==> src/rtl/line_buffer3.sv <==
// Three-row line buffer for a 3x3 convolver.
// Streams raster pixels in and emits one vertical column (row-2, row-1, row) per accepted pixel.
module line_buffer3 #(
  parameter int unsigned PIXEL_WIDTH = 8,
  parameter int unsigned IMG_WIDTH   = 64,
  parameter int unsigned IMG_HEIGHT  = 64
) (
  input  logic                   clk,
  input  logic                   rst_n,
  input  logic [PIXEL_WIDTH-1:0] pix_in,
  input  logic                   pix_valid,
  input  logic                   sof,
  output logic [PIXEL_WIDTH-1:0] pix_top,
  output logic [PIXEL_WIDTH-1:0] pix_mid,
  output logic [PIXEL_WIDTH-1:0] pix_bot,
  output logic                   out_valid,
  output logic                   col_first,
  output logic                   col_last,
  output logic                   frame_done
);

  localparam int unsigned CW = (IMG_WIDTH > 1) ? $clog2(IMG_WIDTH) : 1;
  localparam int unsigned RW = (IMG_HEIGHT > 1) ? $clog2(IMG_HEIGHT) : 1;
  localparam logic [CW-1:0] ColMax = CW'(IMG_WIDTH - 1);
  localparam logic [RW-1:0] RowMax = RW'(IMG_HEIGHT - 1);
  localparam logic [RW-1:0] RowTwo = RW'(2);

  logic [PIXEL_WIDTH-1:0] line0 [IMG_WIDTH];
  logic [PIXEL_WIDTH-1:0] line1 [IMG_WIDTH];

  logic [CW-1:0] col_q, col_d, cur_col;
  logic [RW-1:0] row_q, row_d, cur_row;
  logic          at_col_last;
  logic          at_row_last;

  // sof relocates the qualifying pixel to the frame origin before it is used anywhere.
  always_comb begin
    cur_col     = sof ? '0 : col_q;
    cur_row     = sof ? '0 : row_q;
    at_col_last = (cur_col == ColMax);
    at_row_last = (cur_row == RowMax);
    col_d       = col_q;
    row_d       = row_q;
    if (pix_valid) begin
      if (at_col_last) begin
        col_d = '0;
        row_d = at_row_last ? '0 : cur_row + RW'(1);
      end else begin
        col_d = cur_col + CW'(1);
        row_d = cur_row;
      end
    end
  end

  always_ff @(posedge clk or negedge rst_n) begin
    if (!rst_n) begin
      col_q      <= '0;
      row_q      <= '0;
      pix_top    <= '0;
      pix_mid    <= '0;
      pix_bot    <= '0;
      out_valid  <= 1'b0;
      col_first  <= 1'b0;
      col_last   <= 1'b0;
      frame_done <= 1'b0;
    end else begin
      col_q <= col_d;
      row_q <= row_d;
      if (pix_valid) begin
        pix_top    <= line1[cur_col];
        pix_mid    <= line0[cur_col];
        pix_bot    <= pix_in;
        out_valid  <= (cur_row >= RowTwo);
        col_first  <= (cur_row >= RowTwo) && (cur_col == '0);
        col_last   <= (cur_row >= RowTwo) && at_col_last;
        frame_done <= at_row_last && at_col_last;
      end else begin
        out_valid  <= 1'b0;
        col_first  <= 1'b0;
        col_last   <= 1'b0;
        frame_done <= 1'b0;
      end
    end
  end

  // Line memories are not reset; rows 0 and 1 of every frame refill them before use.
  always_ff @(posedge clk) begin
    if (pix_valid) begin
      line1[cur_col] <= line0[cur_col];
      line0[cur_col] <= pix_in;
    end
  end

endmodule
==> config.mk <==
export PLATFORM = sky130hd
export DESIGN_NAME = line_buffer3
export DESIGN_NICKNAME = d
export VERILOG_FILES = /design/src/rtl/line_buffer3.sv
export SDC_FILE = /design/constraint.sdc
export NUM_CORES = 1
export LEC_CHECK = 0
export BUFFER_PORTS_ARGS = -buffer_cell sky130_fd_sc_hd__buf_2
export CAP_MARGIN = 20
export CORE_UTILIZATION = 38
export CTS_CLUSTER_SIZE = 40
export DETAILED_ROUTE_END_ITERATION = 8
export HOLD_SLACK_MARGIN = 0.06
export PLACE_DENSITY = 0.63
export SLEW_MARGIN = 30
export SYNTH_ARGS = -nofsm -noshare
export SYNTH_HDL_FRONTEND = slang
export SYNTH_SLANG_ARGS = --single-unit
==> constraint.sdc <==
create_clock -name clk -period 5.5 [get_ports clk]
set_input_delay 0.275 -clock clk [delete_from_list [all_inputs] [get_ports clk]]
set_output_delay 0.275 -clock clk [all_outputs]
set_load 0.005 [all_outputs]
==> reports/results.ini <==
[setup_path]
start_kind = register
r2r-end = line1[63][3]
cp.arrival_ns = 5.51
crit_cells = 8
worstSetupStartpoint = col_q[2]
critical_path_class = register to register
crit_chain = or3b_2 -> buf_4 -> o22ai_1 -> a211oi_1 -> o22ai_1 -> nor3_1 -> nand2_2 -> buf_4
required_ns = 5.90
path_max_fanout = 54
cp_slowest_stage_delay_ns = 1.03
cp_top_family = simple AND/OR/NAND/NOR gates
rr_startpoint = col_q[2]
r2r_slack_ns = 0.39
ff2ff_path_depth = 8
crit_buf_inv = 2
critical_path.slowest_cell = dfrtp_4
critPathCaptureType = register
crit_end = line1[63][3]

[yosys]
synth-main-ff-cell = edfxtp_1
synth_edf_count = 1024
yosys.area_share.simple_pct = 5.88
synth_cell_type_count = 85
synth_seq_cells = 1064
async_flop_share_pct = 3.76
ys_warn_count = 0
syn-num-nets = 2594
synth_top_family_by_area = compound AO/OA/AOI/OAI gates
yosysSeqAreaShare_pct = 74.3
synthXorXnorAreaFrac_pct = 0
avgSynthCellArea_um2 = 16.6
synth_adder_area_share_pct = 0.117
synth_compound_area_share_pct = 8.69
synth_area_mm2 = 0.0427
netlist_instances = 2578
muxShareOfSynthArea_pct = 8.60

[drt]
antenna_left = 0
wl_per_cell_um = 32.6
num_vias = 26400
drt_iter0_drc = 4278
firstDrtPassIters = 6
post_drt_via_cell_ratio = 6.09
drt_wl_total_mm = 141
drc = 0

[power_and_ir_drop]
power.switching_mw = 4.75
comb_power_share_pct = 11.2
internal-power_mw = 13.9
vdd_ir_drop_max_uv = 280
p_leak_nw = 16.0
p_seq_share_pct = 49.9
power.density_mw_per_mm2 = 382
finalPower_mw = 18.7
clkPwrFrac_pct = 38.9
p_sw_share_pct = 25.4

[global_routing]
grt_max_degree = 102
grt_use_total_pct = 24.7
grt_pass1_vias = 25300
grt_first_pass_wirelength_mm = 197
grt.overflow.total = 0
grt_antenna_before_repair = 5

[sta]
fmax_mhz = 196
min_period_ns = 5.11
setup_violations = 0
slew_violations = 0
min_period_over_period_pct = 92.9
rsz0062_at_grt = false
hold_viol_final = 0
timing.setup.tns_ns = 0
skew_ns = 0.0423
slew_headroom_pct = 23.9
worst_pin_slew_ns = 1.13
holdWs_ns = 0.271

[floorplanning]
die_y_um = 337
pin_count = 40
initial_core_util_pct = 38.5
rows = 122
design.core.area_mm2 = 0.111
dieArea_mm2 = 0.114
die_w_um = 337

[layout]
mostFrequentLayoutCells = edfxtp_1, mux2i_1, buf_4, nor2_1, clkbuf_16
fill_cells = 9784
antenna_cells = 0
mostFrequentLayoutCell = edfxtp_1
fin_nets = 2764
synthToLayoutAreaGrowth_pct = 14.5
final_cells = 4332
fin_util_pct = 44.0
drive_above_1_share_pct = 18.4

[clocking]
htree_levels = 3
ctsResizeCount = 0
cts.sinks = 1064
worst_skew_pair.late_latency_ns = 0.71
clk_pin_slew_ns = 0.06
cts_tree = done
clk_path_buf_depth = 3
cts-root-buf = clkbuf_16
cts_buffers = 111

[outcome]
run_status = finished, final reports clean

[placed_design]
gp_congestion = 1.03
dp.cells = 4120
hpwl_mm = 88.8
numPortBuffers = 39

[hold_path]
holdCritPathClass = primary input to asynchronous set/reset pin

[flow_run]
maxCapViolCount = 0

## cell families (layout without fill, tap and decap cells)
logic type               Yosys count  count (layout)
buffers and inverters            184             450
AND/OR/NAND/NOR                  479             479
AO/OA/AOI/OAI                    537             537
adder cells (fa/ha/maj)            4               4
flip-flops                      1064            1064
multiplexers                     310             310
## metal layers
metal,GRT usage [%],vias to the layer above,routed length (um)
met5,0,-,35
met2,37.0,1910,62500
met1,33.9,13400,55100
li1,-,10700,-
met4,11.2,6,6650
met3,5.94,318,16800
## synthesized netlist by cell type, types with 8 or more instances
cell / count / area share [%]
buf_4: 23 / 0.40
nand2_1: 107 / 0.94
o22ai_1: 79 / 1.2
o22a_1: 13 / 0.27
o221ai_1: 8 / 0.16
nor2_1: 127 / 1.1
and3b_1: 10 / 0.20
mux2i_1: 225 / 5.3
o21ai_0: 79 / 0.93
o31ai_1: 15 / 0.26
a211oi_1: 13 / 0.23
nand3b_1: 54 / 0.95
nor3b_1: 9 / 0.16
nor2b_1: 29 / 0.42
buf_6: 19 / 0.50
clkbuf_1: 54 / 0.47
o2bb2ai_1: 9 / 0.18
a221oi_1: 33 / 0.68
dfrtp_1: 40 / 2.3
edfxtp_1: 1024 / 72
nand3_1: 30 / 0.35
a22o_1: 17 / 0.35
buf_1: 10 / 0.088
a222oi_1: 9 / 0.21
a22oi_1: 32 / 0.56
nor3_1: 23 / 0.27
buf_2: 65 / 0.76
a21oi_1: 103 / 1.2
nand2b_1: 38 / 0.56
inv_1: 9 / 0.079
a31o_2: 15 / 0.31
mux2_2: 42 / 1.1
o211ai_1: 21 / 0.37
a31oi_1: 21 / 0.31
a2111oi_0: 16 / 0.33
and3_1: 9 / 0.13
mux4_2: 41 / 2.2
## worst min-delay path by stage
stage           from    endpoint  slack [ns]  cells after the start
6_report       rst_n  pix_bot[0]        0.27                      3
5_1_grt        rst_n  pix_bot[2]        0.34                      3
4_1_cts        rst_n  pix_bot[7]        0.27                      3
3_5_place_dp   rst_n  pix_mid[6]        0.48                      2
3_3_place_gp   rst_n  pix_mid[6]        0.47                      2
2_1_floorplan  rst_n   col_first       -0.02                      0
## power groups by stage
stage	clock, mW	sequential [mW]	combinational, mW
final	7.27	9.32	2.10
after global routing	7.63	9.32	2.15
after CTS	7.33	9.31	2.05
after detailed placement	0	9.48	2.04
after global placement	0	9.48	2.00
after floorplan	0	9.41	1.11
## tightest hold or removal path, stage by stage
cell,delay [ns]
dlygate4sd3_1,0.51
buf_2,0.10
buf_4,0.59
## stage by stage
step / worst slack, ns / area, um^2
final: 0.392 / 48900
after global routing: 0.397 / 48900
after CTS: 0.696 / 48900
after detailed placement: 0.716 / 45400
after global placement: 0.855 / 45400
after floorplan: 0.506 / 42700
## registers in the layout, indices dropped and copies added (netlist names)
signal,flops
line0,512
line1,512
pix_bot,8
pix_mid,8
pix_top,8
col_q,6
row_q,6
col_first,1
col_last,1
frame_done,1
out_valid,1
## area by class of cell
class	instances	area, um^2	share of cell area, %
Sequential cell	1064	31800	64.9
Clock buffer	156	3070	6.27
Timing Repair Buffer	230	1730	3.53
Inverter	11	41.3	0.0844
Tap cell	1488	1860	3.80
Clock inverter	53	445	0.910
Multi-Input combinational cell	1330	10000	20.5
## timing repair
| item | CTS | global route |
|---|---|---|
| hold buffers | 2 | 0 |
| endpoints found under the hold margin | 41 | 0 |
| buffers inserted | 0 | 0 |
No activity file was read; power rests on OpenSTA's default activity.
